File: src/rtl/hex_scan_mux.sv
// Time-multiplexed scanner for a 4-digit 7-segment display: snapshots a 16-bit
// hex value per frame, drives one active-low anode at a time with guard blanking.
module hex_scan_mux #(
  parameter int unsigned REFRESH_DIV  = 100000,
  parameter int unsigned BLANK_CYCLES = 16
) (
  input  logic        clk,
  input  logic        clr,
  input  logic        en,
  input  logic [15:0] value,
  input  logic [3:0]  dp_in,
  input  logic        lzb,
  output logic [3:0]  an,
  output logic [3:0]  x,
  output logic        dp,
  output logic        frame_done
);

  localparam int unsigned CNT_MAX = (REFRESH_DIV > BLANK_CYCLES) ? REFRESH_DIV : BLANK_CYCLES;
  localparam int unsigned CW      = $clog2(CNT_MAX + 1);
  localparam logic [CW-1:0] BLANK_LAST = CW'(BLANK_CYCLES - 1);
  localparam logic [CW-1:0] SHOW_LAST  = CW'(REFRESH_DIV - 1);

  typedef enum logic {BLANK, SHOW} state_t;

  state_t        state, state_n;
  logic [1:0]    dig, dig_n;
  logic [CW-1:0] cnt, cnt_n;
  logic [15:0]   snap, snap_n;
  logic [3:0]    snap_dp, snap_dp_n;
  logic [3:0]    an_n, x_n;
  logic          dp_n, fd_n;
  logic          lz_blank;

  always_ff @(posedge clk or posedge clr) begin
    if (clr) begin
      state      <= BLANK;
      dig        <= '0;
      cnt        <= '0;
      snap       <= '0;
      snap_dp    <= '0;
      an         <= '1;
      x          <= '0;
      dp         <= 1'b1;
      frame_done <= 1'b0;
    end else begin
      state      <= state_n;
      dig        <= dig_n;
      cnt        <= cnt_n;
      snap       <= snap_n;
      snap_dp    <= snap_dp_n;
      an         <= an_n;
      x          <= x_n;
      dp         <= dp_n;
      frame_done <= fd_n;
    end
  end

  always_comb begin
    state_n   = state;
    dig_n     = dig;
    cnt_n     = cnt;
    snap_n    = snap;
    snap_dp_n = snap_dp;
    fd_n      = 1'b0;

    if (!en) begin
      state_n = BLANK;
      dig_n   = '0;
      cnt_n   = '0;
    end else begin
      case (state)
        BLANK: begin
          if (cnt == BLANK_LAST) begin
            state_n = SHOW;
            cnt_n   = '0;
            if (dig == 2'd0) begin
              snap_n    = value;
              snap_dp_n = dp_in;
            end
          end else begin
            cnt_n = cnt + 1'b1;
          end
        end
        SHOW: begin
          if (cnt == SHOW_LAST) begin
            state_n = BLANK;
            cnt_n   = '0;
            dig_n   = dig + 2'd1;
            fd_n    = (dig == 2'd3);
          end else begin
            cnt_n = cnt + 1'b1;
          end
        end
        default: state_n = BLANK;
      endcase
    end

    // Outputs are derived from the next state so they register on the entering edge.
    lz_blank = lzb && (dig_n != 2'd0) && ((snap_n >> {dig_n, 2'b00}) == '0);
    x_n      = snap_n[{dig_n, 2'b00} +: 4];
    an_n     = '1;
    dp_n     = 1'b1;
    if (state_n == SHOW && !lz_blank) begin
      an_n = ~(4'b0001 << dig_n);
      dp_n = ~snap_dp_n[dig_n];
    end
  end

endmodule

File: config.mk
export PLATFORM = sky130hd
export DESIGN_NAME = hex_scan_mux
export DESIGN_NICKNAME = d
export VERILOG_FILES = /design/src/rtl/hex_scan_mux.sv
export SDC_FILE = /design/constraint.sdc
export NUM_CORES = 1
export LEC_CHECK = 0
export BUFFER_PORTS_ARGS = -buffer_cell sky130_fd_sc_hd__buf_2
export CAP_MARGIN = 20
export CORE_MARGIN = 3
export CORE_UTILIZATION = 50
export DETAILED_ROUTE_END_ITERATION = 16
export GPL_TIMING_DRIVEN = 0
export MAX_ROUTING_LAYER = met4
export PLACE_DENSITY = 0.8
export SETUP_SLACK_MARGIN = 0.02
export SLEW_MARGIN = 30
export SYNTH_ARGS = -nofsm -noshare
export SYNTH_HDL_FRONTEND = slang
export SYNTH_SLANG_ARGS = --single-unit
File: constraint.sdc
create_clock -name clk -period 3.25 [get_ports clk]
set_clock_uncertainty 0.15 [all_clocks]
set_input_delay 0.1625 -clock clk [delete_from_list [all_inputs] [get_ports clk]]
set_output_delay 0.1625 -clock clk [all_outputs]
set_load 0.01 [all_outputs]
==> run summary <==
The critical path goes through or4_4, nand4bb_4, nor3_4, buf_6, mux2_4, mux2_4, mux2_4, nor4_4, a21bo_1, o32a_1. Timing would allow up to 299.0 MHz. The core region is 4564 um^2. The largest individual stage delay along the critical path comes from the cell or4_4.

The checks that failed: negative setup slack. The buffering stage count on the worst path with inverters included was 1. The power dissipated by switching net loads was 0.0002522 W; the final global-route overflow total was 0.

Registers are responsible for 59.2% of the overall power. The length of routed met3 wiring is 345 um. Synthesis inferred 50 register bits.

The number of maximum-capacitance violations came out at 0. At the worst endpoint, the required time is 3.36 ns. The global router's overall resource usage is 20.67%. For the pin with the worst max-slew slack, the measured transition is 0.9528 ns. The tools report the number of violations reported at the end of detailed-routing iteration 0 as 146. The run finished, with violations left.

The number of endpoints failing setup at the final stage was 4. Hold violation count in the final report: 0. The tightest hold path in the finished design has a slack of 0.004892 ns.

From left edge to right edge, the die measures 76.43 um. The worst setup path is of the reg2reg kind. The maximum number of pins on one net before global-route repair was 51; the total detailed-routing wirelength was 6121 um. Fraction of final layout cells sized beyond drive strength 1: 30.13%.

Setup repair after global routing could not meet its margin everywhere. The floorplan has 24 rows. The share of total power dissipated in combinational logic is 6.6%.

In this run the remaining antenna-violating nets after routing total 0. After layout, the minimum clock period comes to 3.345 ns. During synthesis, Yosys emitted a total of 0 warnings.

For this block, wires on met1 add up to 2587 um. Dividing total power by cell area gives a power density of 332.1 nW/um^2. The global-route wire length before repair is 9390 um, and the via count of the first global-routing pass is 1,939. The count of H-tree levels built during CTS was 2; the die extent in y was 76.43 um.

The run gives 0.9336 as the final weighted congestion of routability-driven global placement. The endpoint kind of the worst setup timing path was a flop. The worst setup path is launched from a flop. The area of the mapped netlist came out at 2480 um^2. The highest metal layer carrying signal wires in the routed design is met4. Fraction of power spent switching nets: 23.74%. Leaving out fill and tap cells, the most frequent cell in the layout is dfrtp_1. The TritonCTS sink count was 50; the number of antenna cells inserted was 0.

The worst slew slack as a fraction of its limit is 35.48%. Summed over all failing endpoints, the final setup total negative slack is -0.2493 ns. The tools report the max-slew violation total from the final report as 0. Synthesis handed over a netlist of 239 instances. The final critical path takes up 102.9% of the cycle. The critical path depth was 10; the average footprint of a synthesized cell was 10.38 um^2. The number of distinct library cell variants in the gate-level netlist after synthesis was 46. The tree is rooted in a clkbuf_8. The post-synth net total is 266, and the final critical-path setup slack is -0.09498 ns. Via count normalized by instance count: 5.533. Of all flip-flops after synthesis, the portion carrying an async set or reset was 100.0%.

Pin placement for this block handled 34 I/O pins. By instance count, the cell type seen most on the critical path is mux2_4. The run gives 2,086 as the via count. The logs give 0.31 ns for the clock latency of the later-clocked register in the worst-skew pair and 217.5 uV for the maximum ir drop on the vdd rail. Wire segments on met2 add up to 2931 um in the final route. In this run, synthesis inferred 0 flip-flops with an integrated enable. The maximum single-stage delay on the critical path came out at 0.57 ns. After clock tree synthesis, the clock-pin slew on the worst setup and hold paths is 0.10 ns. In the layout the commonest cells are 45 x dfrtp_1, 42 x nand2_1, 34 x buf_2. The initial antenna violation count was 0; the part of the total power dissipated in the clock network was 34.2%.

In this run the deepest clock path goes through 2 buffers. Measured in cells, the most critical reg-to-reg path has a length of 10. The kind of cell adding the most delay to the critical path is simple AND/OR/NAND/NOR gates.

In the synthesized netlist the dominant register cell turns out to be dfrtp_1. For this configuration, the core starts out at a cell density of 54.33%. The tools report the die footprint as 5841 um^2.

The number of clock buffers inserted by TritonCTS is 5. The wire length per cell after detailed routing was 16.24 um; the number of remaining DRC errors was 0. For this design the static power due to leakage is 1.563 nW.

The top fanout value on the critical path was 4. Sequential element share of the synthesized area: 50.71%. STA puts the critical path data arrival time at 3.46 ns.

The worst hold path was traced through 2 stages. The first detailed-routing pass ran for 4 iterations. TritonCTS built the clock tree. For the number of nets in the finished design, the log shows 338. The count of input and output buffers was 32. Relative to the synthesized area, the layout overhead comes to 28.96%. The internal portion of the total power is 0.0008099 W.

Once detailed placement completed, the half-perimeter wirelength came to 3497 um. The path class of the tightest hold or removal check is in2reg.
## cell type report
cell class,instances,area [um^2]
fillers,329,1366
well taps,65,81.33
flip-flops and latches,50,1257
clock buffers,5,68.82
repair buffers,65,462.9
clock inverters,3,21.27
multi-input cells,172,1220
inverters,10,41.29
plain buffers,7,45.04
## registers in the layout (all words and copies together) (netlist names)
register and count:
snap_dp 4, state 1, cnt 17, an 4, x 4, frame_done 1
snap 16, dp 1, dig 2
## path summary, 6_finish.rpt
kind,start,to,slack [ns]
worst min register to register,snap_dp[2],snap_dp[2],0.32
min in group asynchronous,clr,snap[2],0.32
worst max-delay path,cnt[13],dp,-0.09
worst min-delay path,value[13],snap[13],0.005
worst max register to register,cnt[13],dp,-0.09
max in group asynchronous,clr,snap[13],2.22
## power by group through the flow
stage | Clock [W] | Combinational [W] | Sequential [W]
final | 0.000363 | 0.0000706 | 0.000628
after global routing | 0.000384 | 0.0000772 | 0.000629
after CTS | 0.000366 | 0.0000671 | 0.000628
after detailed placement | 0 | 0.0000469 | 0.000640
after global placement | 0 | 0.0000455 | 0.000640
after floorplan | 0 | 0.0000234 | 0.000640
## worst register-to-register path: cells and delay by family, from the launching register on
kind,cells,cell delay (ns)
muxes,3,0.87
and+or+nand+nor,4,1.40
buffers and inverters,1,0.15
AOI/OAI and AO/OA,2,0.32
DFF,1,0.42
## logic make-up after synthesis
logic type	synth area share, %
flip-flops	50.71
XOR/XNOR	5.297
AO/OA/AOI/OAI	5.147
multiplexers	10.75
AND/OR/NAND/NOR	23.51
buffers and inverters	3.077
adder cells (fa/ha/maj)	1.514
## repair_timing
item / CTS / global route
endpoints found under the setup margin: 4 / 5
gates resized for setup: 13 / 10
hold buffers: 20 / 0
pin swaps: 8 / 5
buffers inserted: 8 / 4
gates cloned: 1 / 0
endpoints found under the hold margin: 64 / 0
## metrics by stage
| stage | power, W | setup slack [ns] | instance area (um^2) | util, % | instances |
|---|---|---|---|---|---|
| 2_1_floorplan | 0.0006630 | 0.04371 | 2480 | - | 239 |
| 3_3_place_gp | 0.0006857 | -0.2956 | 2721 | 59.62 | 336 |
| 3_5_place_dp | 0.0006874 | -0.3406 | 2724 | 59.68 | 336 |
| 4_1_cts | 0.001062 | 0.03328 | 3136 | 68.70 | 373 |
| 5_1_grt | 0.001091 | -0.2150 | 3198 | 70.07 | 377 |
| 6_report | 0.001062 | -0.09498 | 3198 | 70.07 | 377 |
## synth_stat cells, types with 2 or more instances
cell | count | area [um^2]
dfrtp_1 | 45 | 1126
nand2_1 | 42 | 157.7
nor2_1 | 24 | 90.09
nand3_1 | 13 | 65.06
mux2_2 | 12 | 135.1
mux2i_1 | 12 | 120.1
xor2_1 | 10 | 87.58
inv_1 | 8 | 30.03
nor4_1 | 6 | 37.54
and3_1 | 5 | 31.28
dfstp_2 | 5 | 131.4
xnor2_1 | 5 | 43.79
clkbuf_1 | 4 | 15.01
o21ai_0 | 4 | 20.02
ha_1 | 3 | 37.54
nor3_1 | 3 | 15.01
nor3b_1 | 3 | 22.52
a211oi_1 | 2 | 15.01
and2_1 | 2 | 12.51
and4_1 | 2 | 17.52
nor4_2 | 2 | 25.02
or3_1 | 2 | 12.51
or4_1 | 2 | 15.01
## metal layers
layer  vias up  track usage, %
li1        966               -
met1      1008           27.05
met2        83           31.20
met3        29           4.255
met4         0           9.058
met5         -               -
No activity file was read; power rests on OpenSTA's default activity.
